--- config.mk ---
export PLATFORM = sky130hd
export DESIGN_NAME = binary_mul_pipe
export DESIGN_NICKNAME = d
export VERILOG_FILES = /design/src/rtl/mul_pkg.sv /design/src/rtl/mul_csa_row.sv /design/src/rtl/binary_mul_pipe.sv
export SDC_FILE = /design/constraint.sdc
export NUM_CORES = 1
export LEC_CHECK = 0
export CAP_MARGIN = 30
export CELL_PAD_IN_SITES_DETAIL_PLACEMENT = 1
export CELL_PAD_IN_SITES_GLOBAL_PLACEMENT = 1
export CORE_ASPECT_RATIO = 0.8
export CORE_MARGIN = 2
export CORE_UTILIZATION = 45
export CTS_CLUSTER_DIAMETER = 200
export DETAILED_ROUTE_END_ITERATION = 12
export PLACE_DENSITY_LB_ADDON = 0.12
export SLEW_MARGIN = 20
export SYNTH_ARGS = -nofsm -noshare
export SYNTH_HDL_FRONTEND = slang
export SYNTH_HIERARCHICAL = 1
export SYNTH_SLANG_ARGS = --single-unit
--- constraint.sdc ---
create_clock -name clk -period 11.55 [get_ports clk]
set_input_delay 1.155 -clock clk [delete_from_list [all_inputs] [get_ports clk]]
set_output_delay 1.155 -clock clk [all_outputs]
set_load 0.05 [all_outputs]
--- src/rtl/mul_pkg.sv ---
// Shared definitions for the pipelined array multiplier: sizing helpers and the
// payload carried by every pipeline stage.
package mul_pkg;

    // Internal datapath widths; a configuration must satisfy W_A+W_B <= P_W_MAX, W_B <= B_W_MAX.
    localparam int P_W_MAX = 64;
    localparam int B_W_MAX = 32;
    localparam int SH_W    = 6;

    function automatic int ceil_div(input int num, input int den);
        return (num + den - 32'sd1) / den;
    endfunction

    function automatic int prod_width(input int wa, input int wb);
        return wa + wb;
    endfunction

    typedef struct packed {
        logic               valid;
        logic               is_signed;
        logic [P_W_MAX-1:0] sum;
        logic [P_W_MAX-1:0] carry;
        logic [P_W_MAX-1:0] a_ext;
        logic [B_W_MAX-1:0] b_rem;
    } mul_stage_t;

endpackage

--- src/rtl/mul_csa_row.sv ---
// One partial-product row folded into a carry-save (sum, carry) pair.
// With neg set the row contributes the negative weight of the multiplier MSB.
module mul_csa_row
    import mul_pkg::*;
(
    input  logic [P_W_MAX-1:0] sum,
    input  logic [P_W_MAX-1:0] carry,
    input  logic [P_W_MAX-1:0] a_ext,
    input  logic               b_bit,
    input  logic               neg,
    input  logic [SH_W-1:0]    shift,
    output logic [P_W_MAX-1:0] sum_nxt,
    output logic [P_W_MAX-1:0] carry_nxt
);

    logic [P_W_MAX-1:0] pp_s;

    // Partial product: +/-A aligned to this row's weight, or zero when the B bit is clear.
    always_comb begin
        pp_s = {P_W_MAX{1'b0}};
        if (b_bit) begin
            if (neg) begin
                pp_s = (-a_ext) << shift;
            end else begin
                pp_s = a_ext << shift;
            end
        end else begin
            pp_s = {P_W_MAX{1'b0}};
        end
    end

    // 3:2 compression; the carry moves up one weight and wraps at the datapath width.
    assign sum_nxt   = sum ^ carry ^ pp_s;
    assign carry_nxt = ((sum & carry) | (sum & pp_s) | (carry & pp_s)) << 1;

endmodule

--- src/rtl/binary_mul_pipe.sv ---
// Pipelined signed/unsigned array multiplier with a full-width product and a
// valid/ready handshake; the whole pipe advances together so bubbles are kept.
module binary_mul_pipe
    import mul_pkg::*;
#(
    parameter int W_A            = 6,
    parameter int W_B            = 6,
    parameter int ROWS_PER_STAGE = 2
) (
    input  logic                 clk,
    input  logic                 rst_n,
    input  logic                 en,
    input  logic                 in_valid,
    output logic                 in_ready,
    input  logic                 in_signed,
    input  logic [W_A-1:0]       A,
    input  logic [W_B-1:0]       B,
    output logic                 out_valid,
    input  logic                 out_ready,
    output logic [W_A+W_B-1:0]   P
);

    localparam int N_ROW_STG = ceil_div(W_B, ROWS_PER_STAGE);
    localparam int P_W       = prod_width(W_A, W_B);

    mul_stage_t         st_r  [N_ROW_STG];
    mul_stage_t         grp_s [N_ROW_STG];
    mul_stage_t         in_stage_s;
    logic               adv_s;
    logic               out_valid_r;
    logic [P_W-1:0]     p_r;
    logic [P_W-1:0]     cpa_s;

    assign adv_s     = en & (~out_valid_r | out_ready);
    assign in_ready  = adv_s;
    assign out_valid = out_valid_r;
    assign P         = p_r;

    // Stage-0 payload: A extended per the transaction's mode, B zero-extended, empty CSA pair.
    always_comb begin
        in_stage_s           = '0;
        in_stage_s.valid     = in_valid;
        in_stage_s.is_signed = in_signed;
        if (in_signed) begin
            in_stage_s.a_ext = P_W_MAX'($signed(A));
        end else begin
            in_stage_s.a_ext = P_W_MAX'(A);
        end
        in_stage_s.b_rem = B_W_MAX'(B);
    end

    // Row group g consumes the low ROWS_PER_STAGE bits of b_rem held in stage g.
    for (genvar g = 0; g < N_ROW_STG; g++) begin : g_stage
        logic [P_W_MAX-1:0] sum_s   [ROWS_PER_STAGE+1];
        logic [P_W_MAX-1:0] carry_s [ROWS_PER_STAGE+1];

        assign sum_s[0]   = st_r[g].sum;
        assign carry_s[0] = st_r[g].carry;

        for (genvar j = 0; j < ROWS_PER_STAGE; j++) begin : g_row
            localparam int ROW = g * ROWS_PER_STAGE + j;
            if (ROW < W_B) begin : g_act
                logic neg_s;
                if (ROW == W_B - 1) begin : g_msb
                    assign neg_s = st_r[g].is_signed;
                end else begin : g_lsb
                    assign neg_s = 1'b0;
                end
                mul_csa_row u_row (
                    .sum       (sum_s[j]),
                    .carry     (carry_s[j]),
                    .a_ext     (st_r[g].a_ext),
                    .b_bit     (st_r[g].b_rem[j]),
                    .neg       (neg_s),
                    .shift     (SH_W'(ROW)),
                    .sum_nxt   (sum_s[j+1]),
                    .carry_nxt (carry_s[j+1])
                );
            end else begin : g_pass
                assign sum_s[j+1]   = sum_s[j];
                assign carry_s[j+1] = carry_s[j];
            end
        end

        assign grp_s[g] = {st_r[g].valid, st_r[g].is_signed,
                           sum_s[ROWS_PER_STAGE], carry_s[ROWS_PER_STAGE],
                           st_r[g].a_ext, st_r[g].b_rem >> ROWS_PER_STAGE};
    end

    // The last group is still combinational here, so the CPA sits in the output stage.
    assign cpa_s = P_W'(grp_s[N_ROW_STG-1].sum + grp_s[N_ROW_STG-1].carry);

    // Stage registers: all stages shift together whenever the pipe advances.
    always_ff @(posedge clk or negedge rst_n) begin
        if (!rst_n) begin
            for (int k = 0; k < N_ROW_STG; k++) begin
                st_r[k] <= '0;
            end
        end else if (adv_s) begin
            st_r[0] <= in_stage_s;
            for (int k = 1; k < N_ROW_STG; k++) begin
                st_r[k] <= grp_s[k-1];
            end
        end else begin
            st_r <= st_r;
        end
    end

    // Output register: holds P and out_valid whenever the pipe does not advance.
    always_ff @(posedge clk or negedge rst_n) begin
        if (!rst_n) begin
            out_valid_r <= 1'b0;
            p_r         <= {P_W{1'b0}};
        end else if (adv_s) begin
            out_valid_r <= grp_s[N_ROW_STG-1].valid;
            p_r         <= cpa_s;
        end else begin
            out_valid_r <= out_valid_r;
            p_r         <= p_r;
        end
    end

endmodule

After elaboration in Yosys (flattened, before gate mapping)
Cells that the tools add are included.

word-level totals
  bits in registers = 107
  input port bits = 18
  output and inout bits = 14
  word-level logic and storage cells = 61

operators by class
  $add $sub $neg = 2
  mux-type cells = 8
  bitwise logic cells = 33

operators by type and width
  operator            count
  bitwise AND 11 bit  13
  bitwise XOR 12 bit  9
  two-way mux 12 bit  8
  OR 11 bit           8
  adder 12 bit        1
  negation 7 bit      1
  bitwise AND 1 bit   1
  NOT 1 bit           1
  OR 1 bit            1

Depth between registers and ports, before layout
  depth after elaboration = 8
  depth in mapped cells = 23
  mapped depth without buffers = 22

By module
Netlist, hierarchy kept.

by module, submodules not included
  module                                             instances  cells each  area an instance (µm²)  seq. area each (µm²)
  mul_csa_row (g_stage[0].g_row[1].g_act.u_row ...)  2          1,572       10,222.3                0.0
  binary_mul_pipe                                    1          1,350       12,000.3                7,707.4
  mul_csa_row (g_stage[2].g_row[1].g_act.u_row)      1          1,588       10,276.1                0.0
  mul_csa_row (g_stage[2].g_row[0].g_act.u_row)      1          1,520       10,154.7                0.0
  mul_csa_row (g_stage[1].g_row[1].g_act.u_row)      1          1,535       10,040.9                0.0
  mul_csa_row (g_stage[0].g_row[0].g_act.u_row)      1          1,527       10,002.1                0.0

Worst setup path after synthesis
Ideal clock, no wire load.

  path type = reg-to-reg
  start = register grp_s[320] (netlist name)
  end = register g_stage[2].sum_s[171] (netlist name)
  setup time = 0.117 ns
  arrival = 11.169 ns
  data required time = 11.433 ns
  path slack = 0.264 ns
  stages on the path, launching flop included = 18
  buffers on the path = 0
  clock period less this slack = 11.286 ns
  cells stage by stage = dfrtp_1 -> nor4_1 -> nand4_1 -> nor3_1 -> a221oi_1 -> o211a_1 -> nor2_1 -> a21oi_1 -> o21ai_0 -> o21a_1 -> a221oi_1 -> fa_1 -> inv_1 -> inv_1 -> fa_1 -> inv_1 -> nand2_1 -> nand2_1

==> results.yml <==
timing:
  fin_ws_ns: 6.75
  hold_viol_final: 0
  relSlewSlack: 0.459
  fmax_ghz: 0.208
  holdWs_ns: 0.475
  maxSlewViolCount: 0
  tns_ns: 0
  grt_setup_unrepaired: "no"
  finalSetupViolations: 0
  fin_crit_ns: 4.80
  clock_skew_ns: 0.0154
  fin_crit_sh: 0.415
  worst_slew_pin_slew_ns: 0.812
yosys:
  synth_warnings: 6
  syn-cell-area_um2: 14300
  synthCells: 2143
  syn_area_per_cell_um2: 6.67
worst_setup_path:
  reg2reg_slack_ns: 6.75
  worstPathRequired_ns: 11.78
  worstPathMaxFanout: 14
  rr_worst_depth: 20
  worstReg2RegEnd: "P[11]"
  worst_setup_path_start_kind: "flop"
  crit_arrival_ns: 5.03
  worstSetupStartpoint: "grp_s[32]"
  crit_end: "P[11]"
  crit_type: "reg -> reg"
  worstReg2RegStart: "grp_s[32]"
  end_kind: "flop"
power_and_ir_drop:
  ir_worst_vdd_v: 0.000130
  p_sw_w: 0.00120
  clkPwrFrac: 0.144
  leakage_nw: 6.90
  p_per_area_nw_per_um2: 168
  swShare: 0.506
  p_seq_frac: 0.243
  comb_power_share: 0.613
  internal_power_w: 0.00117
clocking:
  clock_sinks: 100
  htree_levels: 3
  postCtsSetupRepairBufs: 0
  cts_buffer_depth: 2
  cts_tree: "yes"
  postCtsHoldBufs: 0
  clockRootBuffer: "clkbuf_16"
  clk_latency_ns: 0.37
  numCtsBuffers: 9
  clk_pin_slew_ns: 0.08
  cts-resized-gates: 0
detailed_routing:
  met3_wirelength_mm: 1.44
  wl_met1_mm: 20.2
  drc: 0
  dr.max_layer_used: "met4"
  ant_nets: 0
  routed_wl_mm: 37.3
  routed-wl-met2_mm: 15.4
  drt_first_iter_violations: 876
  firstDrtPassIters: 5
  viasPerCell: 5.24
  dr_total_vias: 11965
  wl_per_cell_um: 16.3
die:
  io_pins: 32
  die-area_um2: 33200
  rows: 58
  chipWidth_um: 203
  core_um2: 31400
  die_y_um: 163
  initial_core_util: 0.456
finish:
  area_delta_synth_final_pct: -1.29
  antenna_cells: 0
  drive_gt1_frac: 0.0650
  post-route-util: 0.450
  nNetsFinal: 1965
job:
  maxCapViolCount: 0
min_path:
  min_path_cells: 2
  hold_class: "reg -> reg"
global_routing:
  grt_max_degree: 92
  first_global_vias: 11779
  track_usage: 0.233
  grt_pass1_wl_mm: 62.2
  grt_overflow_total: 0
  antenna_found_initial: 0
placed_design:
  io_buffers: 31
  preCtsSetupSlack_ns: 6.85
  hpwl_mm: 28.4
  gp_congestion: 0.858
outcome:
  status: "finished clean"
[state kept, by name, summed over array words and instances, names as in the netlist]
signal                     flops
st_r                           6
g_stage.sum_s                 24
g_stage.carry_s               24
grp_s                         32
P                             12
out_valid                      1
g_stage.g_row.g_act.neg_s      1
[how the worst min path moves through the flow]
stage	from	to	slack [ns]
6_report	g_stage[2].carry_s[136]	g_stage[2].carry_s[136]	0.48
5_1_grt	grp_s[454]	grp_s[226]	0.49
4_1_cts	grp_s[454]	grp_s[226]	0.48
3_5_place_dp	grp_s[454]	grp_s[454]	0.46
3_3_place_gp	grp_s[452]	st_r[226]	0.45
2_1_floorplan	grp_s[450]	g_stage[2].g_row[1].g_act.neg_s	0.44
[placed cells by master (no fill, tap or decap), types with 7 or more instances in the layout]
| cell | instances |
|---|---|
| nand2_1 | 408 |
| inv_1 | 334 |
| nor2_1 | 105 |
| conb_1 | 100 |
| dfrtp_1 | 97 |
| o21ai_0 | 80 |
| mux2i_1 | 77 |
| fa_1 | 73 |
| a21oi_1 | 61 |
| nand2b_1 | 31 |
| clkdlybuf4s50_1 | 30 |
| nand3_1 | 28 |
| mux2_2 | 24 |
| xor2_1 | 22 |
| nor3_1 | 22 |
| or3_1 | 20 |
| o211ai_1 | 18 |
| ha_1 | 17 |
| or2_2 | 17 |
| mux4_2 | 16 |
| o22ai_1 | 15 |
| buf_4 | 13 |
| or4_1 | 12 |
| o31ai_1 | 11 |
| xnor2_1 | 10 |
| nor2b_1 | 10 |
| a32oi_1 | 10 |
| clkbuf_16 | 9 |
| clkinv_1 | 9 |
| and2_1 | 9 |
| a211oi_1 | 9 |
| o21a_1 | 8 |
| a31oi_1 | 8 |
| o41ai_1 | 8 |
| inv_2 | 7 |
| o311ai_0 | 7 |
| a22oi_1 | 7 |
[per-layer routing]
metal | track usage | vias up
li1 | - | 5869
met1 | 0.374 | 5899
met2 | 0.339 | 175
met3 | 0.0217 | 22
met4 | 0.0378 | 0
met5 | 0 | -
[critical path: stages, from the launching register on]
cell and delay [ns]:
dfrtp_1 0.53, inv_1 0.15, ha_1 0.23, nor4b_1 0.51
a2bb2oi_1 0.14, o221ai_1 0.30, a21oi_1 0.17, mux2i_1 0.17
a22oi_1 0.08, nand2b_1 0.17, fa_1 0.44, inv_1 0.07
inv_1 0.05, fa_1 0.54, inv_1 0.05, ha_1 0.34
a21o_1 0.17, a31o_1 0.18, a31oi_2 0.15, xnor2_1 0.13
o21ai_1 0.07
[power by group through the flow]
| stage | Clock (W) | Sequential (W) | Combinational [W] |
|---|---|---|---|
| floorplan | 0 | 0.000601 | 0.00111 |
| global placement | 0 | 0.000580 | 0.00139 |
| detailed placement | 0 | 0.000582 | 0.00141 |
| CTS | 0.000355 | 0.000577 | 0.00143 |
| global route | 0.000366 | 0.000596 | 0.00165 |
| finish | 0.000343 | 0.000578 | 0.00146 |
[through the flow]
stage | total power [W] | instance area (µm²) | instances
4_1_cts | 0.00236 | 14100 | 2281
5_1_grt | 0.00261 | 14100 | 2282
6_report | 0.00238 | 14100 | 2282
2_1_floorplan | 0.00171 | 14600 | 2235
3_5_place_dp | 0.00199 | 13700 | 2265
3_3_place_gp | 0.00196 | 13700 | 2265
[cell type report]
| type | count | area (µm²) |
|---|---|---|
| Inverter | 350 | 1310 |
| Fill cell | 4072 | 17200 |
| Tap cell | 420 | 526 |
| Multi-Input combinational cell | 1352 | 9000 |
| Clock inverter | 7 | 103 |
| Timing Repair Buffer | 44 | 425 |
| Sequential cell | 100 | 2510 |
| Clock buffer | 9 | 225 |
Note: power is estimated with default switching activity, not from simulation.
